===== src/rtl/alu_flag_stage.sv =====
// Registered N/Z/C/V flag stage behind the add/sub datapath, exposed through a valid/ready skid buffer.
// Optional sticky carry/overflow accumulation is enabled by defining ALU_STICKY_FLAGS_EN.
module alu_flag_stage #(
    parameter int WIDTH   = 32,
    parameter bit SKID_EN = 1'b1
) (
    input  logic             clk,
    input  logic             rst_n,
    input  logic             in_valid,
    output logic             in_ready,
    input  logic [WIDTH-1:0] in_a,
    input  logic [WIDTH-1:0] in_b,
    input  logic             in_f1,
    input  logic             in_f0,
    input  logic [WIDTH-1:0] in_sum,
    input  logic             in_carry,
    input  logic             in_zero,
    input  logic             in_neg,
    output logic             out_valid,
    input  logic             out_ready,
    output logic [WIDTH-1:0] out_sum,
    output logic [3:0]       out_flags,
    input  logic             clr_sticky,
    output logic [1:0]       sticky_cv
);

    typedef enum logic [1:0] {EMPTY, ONE, TWO} state_e;

    state_e           state_q;
    logic             out_valid_q;
    logic             in_ready_q;
    logic [WIDTH-1:0] main_sum_q;
    logic [WIDTH-1:0] skid_sum_q;
    logic [3:0]       main_flags_q;
    logic [3:0]       skid_flags_q;

    logic             am_msb;
    logic             bm_msb;
    logic             n_d;
    logic             z_d;
    logic             v_d;
    logic [3:0]       flags_d;
    logic             in_fire;
    logic             out_fire;

    // Only the operand sign bits feed the overflow equation; f1 masks A, f0^f1 inverts B.
    assign am_msb  = in_a[WIDTH-1] & ~in_f1;
    assign bm_msb  = in_b[WIDTH-1] ^ (in_f0 ^ in_f1);
    assign n_d     = in_sum[WIDTH-1];
    assign z_d     = ~|in_sum;
    assign v_d     = (am_msb == bm_msb) && (in_sum[WIDTH-1] != am_msb);
    assign flags_d = {n_d, z_d, in_carry, v_d};

    logic unused_lsbs;
    assign unused_lsbs = ^{in_a[WIDTH-2:0], in_b[WIDTH-2:0]};

    generate
        if (SKID_EN) begin : g_skid
            assign in_ready = in_ready_q;
        end else begin : g_single
            // Single-entry mode trades the registered ready for a combinational out_ready->in_ready path.
            assign in_ready = !out_valid_q | out_ready;
        end
    endgenerate

    assign in_fire   = in_valid & in_ready;
    assign out_fire  = out_valid_q & out_ready;
    assign out_valid = out_valid_q;
    assign out_sum   = main_sum_q;
    assign out_flags = main_flags_q;

    always_ff @(posedge clk or negedge rst_n) begin
        if (!rst_n) begin
            state_q      <= EMPTY;
            out_valid_q  <= 1'b0;
            in_ready_q   <= 1'b1;
            main_sum_q   <= '0;
            main_flags_q <= '0;
            skid_sum_q   <= '0;
            skid_flags_q <= '0;
        end else begin
            case (state_q)
                EMPTY: begin
                    if (in_fire) begin
                        main_sum_q   <= in_sum;
                        main_flags_q <= flags_d;
                        out_valid_q  <= 1'b1;
                        state_q      <= ONE;
                    end
                end
                ONE: begin
                    if (in_fire && out_fire) begin
                        main_sum_q   <= in_sum;
                        main_flags_q <= flags_d;
                    end else if (in_fire) begin
                        // Only reachable with SKID_EN: the single-entry ready implies out_fire here.
                        skid_sum_q   <= in_sum;
                        skid_flags_q <= flags_d;
                        in_ready_q   <= 1'b0;
                        state_q      <= TWO;
                    end else if (out_fire) begin
                        out_valid_q  <= 1'b0;
                        state_q      <= EMPTY;
                    end
                end
                TWO: begin
                    if (out_fire) begin
                        main_sum_q   <= skid_sum_q;
                        main_flags_q <= skid_flags_q;
                        in_ready_q   <= 1'b1;
                        state_q      <= ONE;
                    end
                end
                default: begin
                    out_valid_q <= 1'b0;
                    in_ready_q  <= 1'b1;
                    state_q     <= EMPTY;
                end
            endcase
        end
    end

`ifdef ALU_STICKY_FLAGS_EN
    logic [1:0] sticky_q;

    // Clear wins over a same-cycle handshake; that result's C/V are deliberately dropped.
    always_ff @(posedge clk or negedge rst_n) begin
        if (!rst_n) begin
            sticky_q <= 2'b00;
        end else if (clr_sticky) begin
            sticky_q <= 2'b00;
        end else if (out_fire) begin
            sticky_q <= sticky_q | main_flags_q[1:0];
        end
    end

    assign sticky_cv = sticky_q;
`else
    logic unused_clr;
    assign unused_clr = clr_sticky;
    assign sticky_cv  = 2'b00;
`endif

`ifndef SYNTHESIS
    always @(posedge clk) begin
        if (rst_n && in_fire && ((z_d != in_zero) || (n_d != in_neg)))
            $error("alu_flag_stage: adder zero/neg disagree with sum %h", in_sum);
    end
`endif

endmodule

===== config.mk =====
export PLATFORM = sky130hd
export DESIGN_NAME = alu_flag_stage
export DESIGN_NICKNAME = d
export VERILOG_FILES = /design/src/rtl/alu_flag_stage.sv
export SDC_FILE = /design/constraint.sdc
export NUM_CORES = 1
export LEC_CHECK = 0
export ABC_CLOCK_PERIOD_IN_PS = 2250
export BUFFER_PORTS_ARGS = -buffer_cell sky130_fd_sc_hd__buf_2
export CORE_ASPECT_RATIO = 0.5
export CORE_UTILIZATION = 50
export CTS_BUF_LIST = sky130_fd_sc_hd__clkbuf_4
export DETAILED_ROUTE_END_ITERATION = 6
export GPL_TIMING_DRIVEN = 0
export HOLD_SLACK_MARGIN = 0.1
export PLACE_DENSITY = 0.87
export REMOVE_ABC_BUFFERS = 1
export SLEW_MARGIN = 25
export SYNTH_ARGS = -nofsm -noshare
export SYNTH_HDL_FRONTEND = slang
export SYNTH_SLANG_ARGS = --single-unit
export TNS_END_PERCENT = 1

===== constraint.sdc =====
create_clock -name clk -period 2.25 [get_ports clk]
set_input_delay 0.1125 -clock clk [delete_from_list [all_inputs] [get_ports clk]]
set_output_delay 0.1125 -clock clk [all_outputs]
set_load 0.05 [all_outputs]

# Word-level counts from Yosys, hierarchy flattened
# Index checks and enable logic that the tools add are counted.
# totals
input_bits	106
mem_count	0
latch_bits	0
rom_bits	0
mem_bits_rw	0
register_bits	76
# classes
eq_ne	12
reduce_logical	11
order_cmp	0
shift	0
mul	0
div	0
n_mux	23
n_bitwise	9
add_sub_neg	0
# ops
cell	count
32-bit 2-to-1 mux	3
32-bit case mux with 3 select lines	1
32-bit OR reduction	1
2-bit inequality test, second input constant	7
4-bit 2-to-1 mux	3
4-bit case mux with 3 select lines	1
4-bit AND reduction	3
2-bit 2-to-1 mux	5
1-bit 2-to-1 mux	7
1-bit case mux with 3 select lines	2
2-bit case mux with 3 select lines	1
5-bit AND reduction	1
1-bit NOT	4
1-bit AND	3
3-bit inequality test, second input constant	1
3-bit AND reduction	1
3-bit nonzero test	1
2-bit by 1-bit equality test with 1-bit output, second input constant	1
2-bit equality test, second input constant	1
1-bit logical AND	2
2-bit zero test	1
1-bit XOR	2
1-bit equality test	1
1-bit zero test	1
1-bit inequality test	1

# Longest topological paths before layout
# Gate-level depths: netlist of the first run.
# logic_depth
ltp_word	6
mapped_depth	6
mapped_depth_nobuf	4

# Least setup slack after synthesis of the first run
# No wires, ideal clock.
# synth_timing
kind	reg-to-reg
startpoint	register out_valid_q, in the netlist out_valid
endpoint	register skid_sum_q[10]
t_required_ns	2.125
path_slack_ns	0.492
stages_incl_launch_ff	6
period_less_slack_ns	1.758
arrival_ns	1.633
setup_time_ns	0.125
path_cell_list	dfrtp_1 > a21boi_4 > nand4_2 > buf_6 > buf_6 > mux2_4
# synth_via
elab_chain_len	4
# synth_rtl
item	line_no	source
start: declaration	30	logic out_valid_q;
start signal: assignment	75	out_valid_q <= 1'b0;
start signal: assignment	87	out_valid_q <= 1'b1;
start signal: assignment	102	out_valid_q <= 1'b0;
1-bit AND	67	assign out_fire = out_valid_q & out_ready;
1-bit logical AND	92	if (in_fire && out_fire) begin
1-bit NOT (no line)	--	
3-bit AND reduction (no line)	--	
end signal: assignment	97	skid_sum_q <= in_sum;
end: declaration	33	logic [WIDTH-1:0] skid_sum_q;
# No other way between the ends.
# A chain may end at the register's enable or synchronous reset.

# Final worst setup path of the first run
# layout_timing
startpoint	register state_q[0]
endpoint	register main_sum_q[0], in the netlist out_sum[0]
# layout_via
elab_chain_len	3
elab_cells_between_ends	9
# layout_rtl
item	line_no	source
start: declaration	29	state_e state_q;
start signal: assignment	74	state_q <= EMPTY;
start signal: assignment	88	state_q <= ONE;
start signal: assignment	100	state_q <= TWO;
2-bit by 1-bit equality test with 1-bit output, or another cell as far along	82	case (state_q)
2-bit inequality test (no line) or 3-bit nonzero test (tied branches)	--	
4-bit AND reduction (no line)	--	
end signal: assignment	85	main_sum_q <= in_sum;
end signal: assignment	93	main_sum_q <= in_sum;
end signal: assignment	108	main_sum_q <= skid_sum_q;
end: declaration	32	logic [WIDTH-1:0] main_sum_q;
# Parallel ways exist; a longest one is shown, timed or not.

==> impl_metrics.yaml, run 1 <==
cts:
  clk_pin_slew_ns: 0.12
  cts_tree: "built"
  cts_root_buf: "clkbuf_4"
  clkSinkCount: 74
  cts_made_buffers: 9
  post-cts-setup-buffers: 0
  clockBufferDepth: 2
  clock_latency_ns: 0.41
  htreeDepth: 3
setup_path:
  worstPathMaxFanout: 19
  path_common_cell: "buf_8"
  cp-startpoint: "state_q[0]"
  max_stage_delay_ns: 0.49
  worstPathArrival_ns: 2.47
  cp-end-kind: "flip-flop"
  r2r-start: "state_q[0]"
  path_class: "flip-flop to flip-flop"
  slowest_stage: "dfrtp_1"
  critical_path.cell_chain: "nand2b_4 -> buf_16 -> o32ai_4 -> buf_8 -> buf_6 -> buf_8 -> nor2_1 -> a31oi_1"
  cp.required_ns: 2.60
  critPathLaunchType: "flip-flop"
status:
  outcome: "completed"
sta:
  tightest_slew_ns: 0.522
  max_freq_ghz: 0.471
  rsz0062_at_grt: "true"
  finalHoldViolations: 0
  slew_violations: 0
  min_period_ns: 2.12
  setup_viol: 0
  max_slew_margin_pct: 65.1
  clock_skew_ns: 0.00957
  fin_ws_ns: 0.126
  final.setup.tns_ns: 0
  period_share_pct: 94.4
route:
  drc: 0
  drt_first_iter_violations: 281
  wirelength_microns: 8190
  wl_met3_microns: 470
  firstDrtPassIters: 5
  highest_layer: "met4"
  viasPerCell: 5.37
  dr_total_vias: 2756
  met1_length_microns: 3500
  postRouteAntennaNets: 0
  routedWlPerCell_microns: 16.0
  wl_met2_microns: 4090
placement:
  dp_hpwl_microns: 4970
  port_buffers: 78
  gp_congestion: 0.795
  dp_slack_ns: -0.0547
cells_and_area:
  drive_above_1_share_pct: 33.6
  fin_nets: 526
  nFillCells: 419
  syn2layout_area_growth_pct: 31.6
  num_antenna_cells: 0
grt:
  grtUsageTotal_pct: 25.3
  grt_pass1_wl_microns: 12800
  gr-total-overflow: 0
  grt_pass1_vias: 2703
  grt_max_degree: 40
  antenna_found_initial: 0
pwr:
  leakage_uw: 0.00226
  irDropWorstVdd_uv: 274
  power.density_nw_per_um2: 531
synthesis:
  synth-seq-cells: 74
  synth-edff-count: 0
  syn_avg_cell_area_sq_um: 10.7
  async_flop_share_pct: 100
  synth.distinct_cells: 30
  yosysWarningCount: 0
  synth-seq-area-share_pct: 56.1
  netlist_area_sq_um: 3300
  synthCells: 309
  synthFlopType: "dfrtp_1"
floorplanning:
  fp.dieH_microns: 59.5
  initial_utilization_pct: 53.0
  dieArea_sq_um: 6950
  core_sq_um: 6230
  num_rows: 20
  die_x_microns: 117
  io_pins: 146
job:
  cap_violations: 0
hold_path:
  hold_class: "input pin to flip-flop"
  hold_start: "out_ready"
==> layout by cell type (no fill, tap or decap), types with 3 or more instances in the layout <==
| master | netlist | layout |
|---|---|---|
| clkbuf_4 | 0 | 11 |
| dlygate4sd3_1 | 0 | 35 |
| mux2_4 | 15 | 15 |
| a21oi_1 | 4 | 4 |
| nor2_1 | 35 | 35 |
| a31oi_1 | 34 | 34 |
| nand2_1 | 73 | 72 |
| dfrtp_1 | 73 | 72 |
| mux2_2 | 19 | 19 |
| buf_2 | 10 | 77 |
| nor4_1 | 8 | 8 |
| o22ai_1 | 3 | 3 |
| inv_1 | 4 | 4 |
==> routing by layer <==
metal | up-vias | GRT usage (%)
met1 | 1360 | 31.3
met4 | 0 | 8.32
met5 | - | 0
met3 | 15 | 7.57
li1 | 1292 | -
met2 | 89 | 43.2
==> power breakdown <==
group / switching (uW) / internal (uW)
Combinational: 91.0 / 82.2
Sequential: 0 / 1330
Clock: 445 / 361
Total: 536 / 1770
==> cell type report <==
type | count | area [sq um] | share of cell area, %
flip-flops and latches | 74 | 1850 | 42.7
multi-input cells | 211 | 1360 | 31.2
repair buffers | 120 | 871 | 20.0
well taps | 88 | 110 | 2.53
clock buffers | 11 | 82.6 | 1.90
clock inverters | 5 | 55.1 | 1.27
inverters | 4 | 15.0 | 0.346
==> critical path, delay by kind of cell (launching register included) <==
family	cells	cell delay, ns
flops	1	0.49
buf+inv	4	0.80
compound gates	2	0.40
simple gates	2	0.37
==> stage by stage <==
stage | area [sq um] | hold slack [ns] | power, uW | util (%) | instances
after floorplan | 3180 | -0.183 | 1390 | - | 288
after global placement | 3680 | 0.305 | 1470 | 59.0 | 454
after detailed placement | 3830 | 0.112 | 1480 | 61.4 | 461
after CTS | 4320 | 0.101 | 2310 | 69.3 | 512
after global routing | 4340 | 0.102 | 2400 | 69.7 | 513
final | 4340 | 0.131 | 2310 | 69.7 | 513
==> logic make-up after synthesis <==
kind of cell | share of synthesized area, %
xor+xnor | 0.531
mux | 13.3
compound gates | 10.3
other cells | 0.114
buf+inv | 4.36
simple gates | 15.3
flops | 56.1
==> repair_timing <==
item                                   CTS  global route
setup endpoints to repair                8            41
gates cloned                             0             1
hold buffers                            35             0
resized for setup                        1             3
pin swaps                                0             2
endpoints found under the hold margin  144             0
==> final timing paths <==
kind	slack (ns)	to	cells after the start
max reg2reg	0.13	out_sum[0]	8
min in group asynchronous	0.24	skid_flags_q[3]	2
min	0.13	out_valid	4
max in group asynchronous	1.44	out_sum[1]	3
max	0.13	out_sum[0]	8
min reg2reg	0.50	skid_flags_q[2]	2
==> sequential cells by signal, indices dropped and copies added, names as in the netlist <==
| name | cells |
|---|---|
| skid_sum_q | 31 |
| out_sum | 31 |
| out_flags | 4 |
| in_ready | 1 |
| skid_flags_q | 4 |
| state_q | 2 |
| out_valid | 1 |
==> synthesized netlist by cell type (2+ instances only) <==
| library cell | n | area, sq um |
|---|---|---|
| dfrtp_1 | 73 | 1830 |
| nand2_1 | 73 | 274 |
| nor2_1 | 35 | 131 |
| a31oi_1 | 34 | 213 |
| mux2_2 | 19 | 214 |
| mux2_4 | 15 | 225 |
| buf_2 | 10 | 50.1 |
| nor4_1 | 8 | 50.1 |
| clkbuf_1 | 6 | 22.5 |
| a21oi_1 | 4 | 20.0 |
| inv_1 | 4 | 15.0 |
| buf_4 | 3 | 22.5 |
| buf_6 | 3 | 33.8 |
| o22ai_1 | 3 | 18.8 |
| nand2b_1 | 2 | 12.5 |
| nand4_1 | 2 | 12.5 |
| xor2_1 | 2 | 17.5 |
Note: power is estimated with default switching activity, not from simulation.
==> inputs of run 2 (changes only) <==
PLACE_DENSITY = 0.8   (was 0.87)
SLEW_MARGIN = unset   (was 25)
==> impl_metrics.yaml, run 2 (synthesized netlist as in run 1, its figures left out) <==
route:
  postRouteAntennaNets: 0
  drt_first_iter_violations: 218
  dr_total_vias: 2750
  firstDrtPassIters: 4
  wirelength_microns: 7900
  drc: 0
  routedWlPerCell_microns: 15.5
  viasPerCell: 5.38
cells_and_area:
  post-route-util_pct: 69.6
  layout_common_cells: "77 x buf_2, 72 x nand2_1, 72 x dfrtp_1"
  drive_above_1_share_pct: 33.3
  fin_nets: 524
  syn2layout_area_growth_pct: 31.3
  num_antenna_cells: 0
  final_common_cell: "buf_2"
setup_path:
  rr_worst_depth: 4
  max_stage_delay_ns: 0.49
  reg2reg_setup_slack_ns: 0.13
  cp_top_family: "simple AND/OR/NAND/NOR gates"
  worstPathMaxFanout: 23
  path_class: "flip-flop to flip-flop"
  path_buf_inv: 1
  critical_path.cell_chain: "a21boi_4 -> nand4_4 -> buf_16 -> mux2_4"
  cp-end-kind: "flip-flop"
  critPathLaunchType: "flip-flop"
  cp.required_ns: 2.54
  r2r-start: "out_valid"
  regToRegEndpoint: "skid_sum_q[14]"
  slowest_stage: "nand4_4"
  worstPathArrival_ns: 2.41
floorplanning:
  fp.dieH_microns: 59.5
  initial_utilization_pct: 53.0
  dieArea_sq_um: 6950
  io_pins: 146
  num_rows: 20
  die_x_microns: 117
  core_sq_um: 6230
hold_path:
  hold_start: "in_a[31]"
  hold_end: "skid_flags_q[0]"
  hold_class: "input pin to flip-flop"
  hold_path_depth: 4
pwr:
  leakage_uw: 0.00227
  p_sw_uw: 546
  irDropWorstVdd_uv: 314
  power_frac_comb_pct: 6.9
  switching_share_pct: 22.5
  internal-power_uw: 1880
  pwr-share-clk_pct: 38.4
  p_seq_share_pct: 54.7
  power.density_nw_per_um2: 560
sta:
  finalHoldViolations: 0
  min_period_ns: 2.12
  final.setup.tns_ns: 0
  fin_ws_ns: 0.132
  rsz0062_at_grt: "false"
  slew_violations: 0
  setup_viol: 0
  tightest_slew_ns: 0.896
  max_slew_margin_pct: 40.2
  period_share_pct: 94.1
  whs_ns: 0.160
  clock_skew_ns: 0.00986
  max_freq_ghz: 0.472
cts:
  htreeDepth: 3
  clock_latency_ns: 0.40
  clk_pin_slew_ns: 0.12
  cts_root_buf: "clkbuf_4"
  cts_tree: "built"
  clockBufferDepth: 2
  clkSinkCount: 74
  cts_made_buffers: 9
job:
  cap_violations: 0
grt:
  grtUsageTotal_pct: 25.1
  grt_max_degree: 75
  grt_pass1_vias: 2774
  gr-total-overflow: 0
  antenna_found_initial: 0
  grt_pass1_wl_microns: 12800
status:
  outcome: "completed"
placement:
  dp_slack_ns: -0.751
  port_buffers: 78
  dp_hpwl_microns: 4770
  gp_congestion: 0.724
run 2: cell count changes in the layout (fill, tap and decap cells not counted), sizes merged:
| cell | change |
|---|---|
| nand4 | -1 |
| bufinv | +1 |
| dlygate4sd3 | +1 |
| o32ai | +1 |
| buf | -3 |
| clkinvlp | -1 |
run 2: worst max-delay path by stage:
stage | start | endpoint | cells past startpoint
after CTS | state_q[1] | out_flags[2] | 6
after global placement | state_q[1] | out_flags[2] | 4
after detailed placement | state_q[0] | out_flags[2] | 6
after global routing | out_valid | skid_sum_q[18] | 4
final | out_valid | skid_sum_q[14] | 4
after floorplan | in_ready | out_flags[2] | 4
run 2: cell type report:
cell class	count	area, sq um
Timing Repair Buffer	118	843
Tap cell	88	110
Clock inverter	5	78.8
Clock buffer	11	82.6
Fill cell	448	1900
Sequential cell	74	1850
Inverter	4	15.0
Multi-Input combinational cell	211	1350
run 2: worst min-delay path: cells and delay by family:
kind	cells	cell delay, ns
and+or+nand+nor	1	0.16
buffers and inverters	1	0.08
AOI/OAI and AO/OA	2	0.18
run 2: metrics by stage:
stage / power, uW / area, sq um / instances
2_1_floorplan: 1390 / 3180 / 288
3_3_place_gp: 1470 / 3680 / 454
3_5_place_dp: 1470 / 3770 / 457
4_1_cts: 2450 / 4330 / 510
5_1_grt: 2510 / 4340 / 511
6_report: 2430 / 4340 / 511
run 2: power by group through the flow:
stage          Combinational (uW)  Sequential [uW]  Clock, uW
5_1_grt                       186             1330        993
6_report                      168             1330        932
3_3_place_gp                  110             1360          0
3_5_place_dp                  116             1360          0
4_1_cts                       167             1330        949
2_1_floorplan                32.5             1360          0
run 2: metal layers:
layer,vias to the layer above,GRT usage [%],part of all wire [%]
li1,1289,-,-
met1,1378,31.0,45
met2,71,43.4,49
met3,12,6.03,4.2
met4,0,9.76,1.7
met5,-,0,0
run 2: what timing repair did:
item	in CTS	in global routing
hold endpoints to repair	144	0
resized for setup	4	1
cloned	1	0
pin swaps	1	1
endpoints found under the setup margin	50	14
setup buffers	0	1
hold buffers	36	0
==> inputs of run 3 (changes only) <==
BUFFER_PORTS_ARGS = -buffer_cell sky130_fd_sc_hd__clkbuf_2   (was -buffer_cell sky130_fd_sc_hd__buf_2)
==> impl_metrics.yaml, run 3 (synthesized netlist as in run 1, its figures left out) <==
status:
  outcome: "completed"
setup_path:
  cp-end-kind: "flip-flop"
  r2r-start: "state_q[0]"
  path_class: "flip-flop to flip-flop"
  rr_worst_depth: 4
  worstPathMaxFanout: 22
  reg2reg_setup_slack_ns: 0.11
  critical_path.cell_chain: "a21boi_4 -> nand4_4 -> buf_16 -> mux2_4"
  critPathLaunchType: "flip-flop"
  max_stage_delay_ns: 0.49
  cp.required_ns: 2.54
  worstPathArrival_ns: 2.43
  cp-startpoint: "state_q[0]"
  regToRegEndpoint: "skid_sum_q[9]"
  worstSetupEndpoint: "skid_sum_q[9]"
  slowest_stage: "dfrtp_1"
floorplanning:
  dieArea_sq_um: 6950
  core_sq_um: 6230
  initial_utilization_pct: 53.0
  io_pins: 146
  fp.dieH_microns: 59.5
  die_x_microns: 117
  num_rows: 20
cells_and_area:
  final_common_cell: "clkbuf_2"
  drive_above_1_share_pct: 32.7
  num_antenna_cells: 0
  post-route-util_pct: 69.1
  fin_cells: 510
  fin_nets: 524
  layout_common_cells: "77 x clkbuf_2, 73 x nand2_1, 73 x dfrtp_1"
  syn2layout_area_growth_pct: 30.4
  nFillCells: 471
cts:
  clk_pin_slew_ns: 0.11
  clock_latency_ns: 0.40
  cts_tree: "built"
  htreeDepth: 3
  cts_root_buf: "clkbuf_4"
  clockBufferDepth: 2
  clkSinkCount: 74
  cts_made_buffers: 9
grt:
  grt_max_degree: 41
  antenna_found_initial: 0
  grtUsageTotal_pct: 24.1
  grt_pass1_vias: 2591
  gr-total-overflow: 0
  grt_pass1_wl_microns: 12400
sta:
  period_share_pct: 95.1
  max_slew_margin_pct: 36.7
  slew_violations: 0
  setup_viol: 0
  clock_skew_ns: 0.00874
  min_period_ns: 2.14
  rsz0062_at_grt: "false"
  whs_ns: 0.149
  finalHoldViolations: 0
  tightest_slew_ns: 0.948
  max_freq_ghz: 0.467
placement:
  dp_hpwl_microns: 4760
  dp_cells: 458
  gp_congestion: 0.725
  port_buffers: 78
route:
  routedWlPerCell_microns: 15.4
  drc: 0
  wirelength_microns: 7850
  firstDrtPassIters: 4
  drt_first_iter_violations: 213
  dr_total_vias: 2736
  viasPerCell: 5.36
  postRouteAntennaNets: 0
hold_path:
  hold_start: "out_ready"
  hold_class: "input pin to flip-flop"
pwr:
  irDropWorstVdd_uv: 251
  power.density_nw_per_um2: 527
  leakage_uw: 0.00223
  power_uw: 2270
job:
  cap_violations: 0
## run 3: changes by cell type in the layout (fill, tap and decap cells not counted), sizes merged
cell | previous run | this run
dlygate4sd3 | 36 | 35
clkbuf | 11 | 87
buf | 82 | 5
clkinvlp | 0 | 2
bufinv | 2 | 1
## run 3: how the worst min path moves through the flow
stage | depth (start not counted) | endpoint | slack, ns
final | 4 | out_valid | 0.15
after global routing | 4 | out_valid | 0.15
after CTS | 4 | out_valid | 0.11
after detailed placement | 1 | out_sum[4] | 0.13
after global placement | 2 | in_ready | 0.30
after floorplan | 0 | out_flags[0] | -0.18
## run 3: through the flow
| stage | TNS (ns) | instance area, sq um | setup slack, ns |
|---|---|---|---|
| floorplan | -16.92 | 3180 | -0.493 |
| global placement | -46.97 | 3680 | -1.17 |
| detailed placement | -22.09 | 3790 | -0.788 |
| CTS | 0 | 4300 | 0.0292 |
| global route | 0 | 4310 | 0.0329 |
| finish | 0 | 4310 | 0.110 |
## run 3: cell type report
class,instances,area [sq um],share of cell area (%)
repair buffers,118,853,19.8
flip-flops and latches,74,1850,43.0
well taps,88,110,2.56
multi-input cells,211,1350,31.3
clock buffers,9,67.6,1.57
clock inverters,6,58.8,1.37
inverters,4,15.0,0.349
## run 3: timing repair
| action | CTS | global route |
|---|---|---|
| cloned | 1 | 0 |
| endpoints found under the setup margin | 51 | 14 |
| buffers inserted | 0 | 1 |
| resized for setup | 3 | 0 |
| hold buffers | 35 | 0 |
| hold endpoints to repair | 143 | 0 |
| pin swaps | 1 | 1 |
## run 3: critical path: cells and delay by family, from the launching register on
family          cells  cell delay (ns)
compound gates      1             0.42
buf+inv             1             0.34
flops               1             0.49
mux                 1             0.30
simple gates        1             0.47
## run 3: metal layers
metal  up-vias  global-route usage, %  part of all wire [%]  routed length (microns)
li1       1290                      -                     -                        -
met2        98                   39.5                    49                     3850
met3        25                   5.52                   5.3                      413
met1      1323                   31.4                    43                     3380
met5         -                      0                     0                        0
met4         0                   10.3                   2.6                      201
## run 3: power by group
| part | switching [uW] | total, uW | internal [uW] |
|---|---|---|---|
| combinational | 90.1 | 172 | 81.8 |
| clock | 445 | 770 | 325 |
| sequential | 0 | 1330 | 1330 |
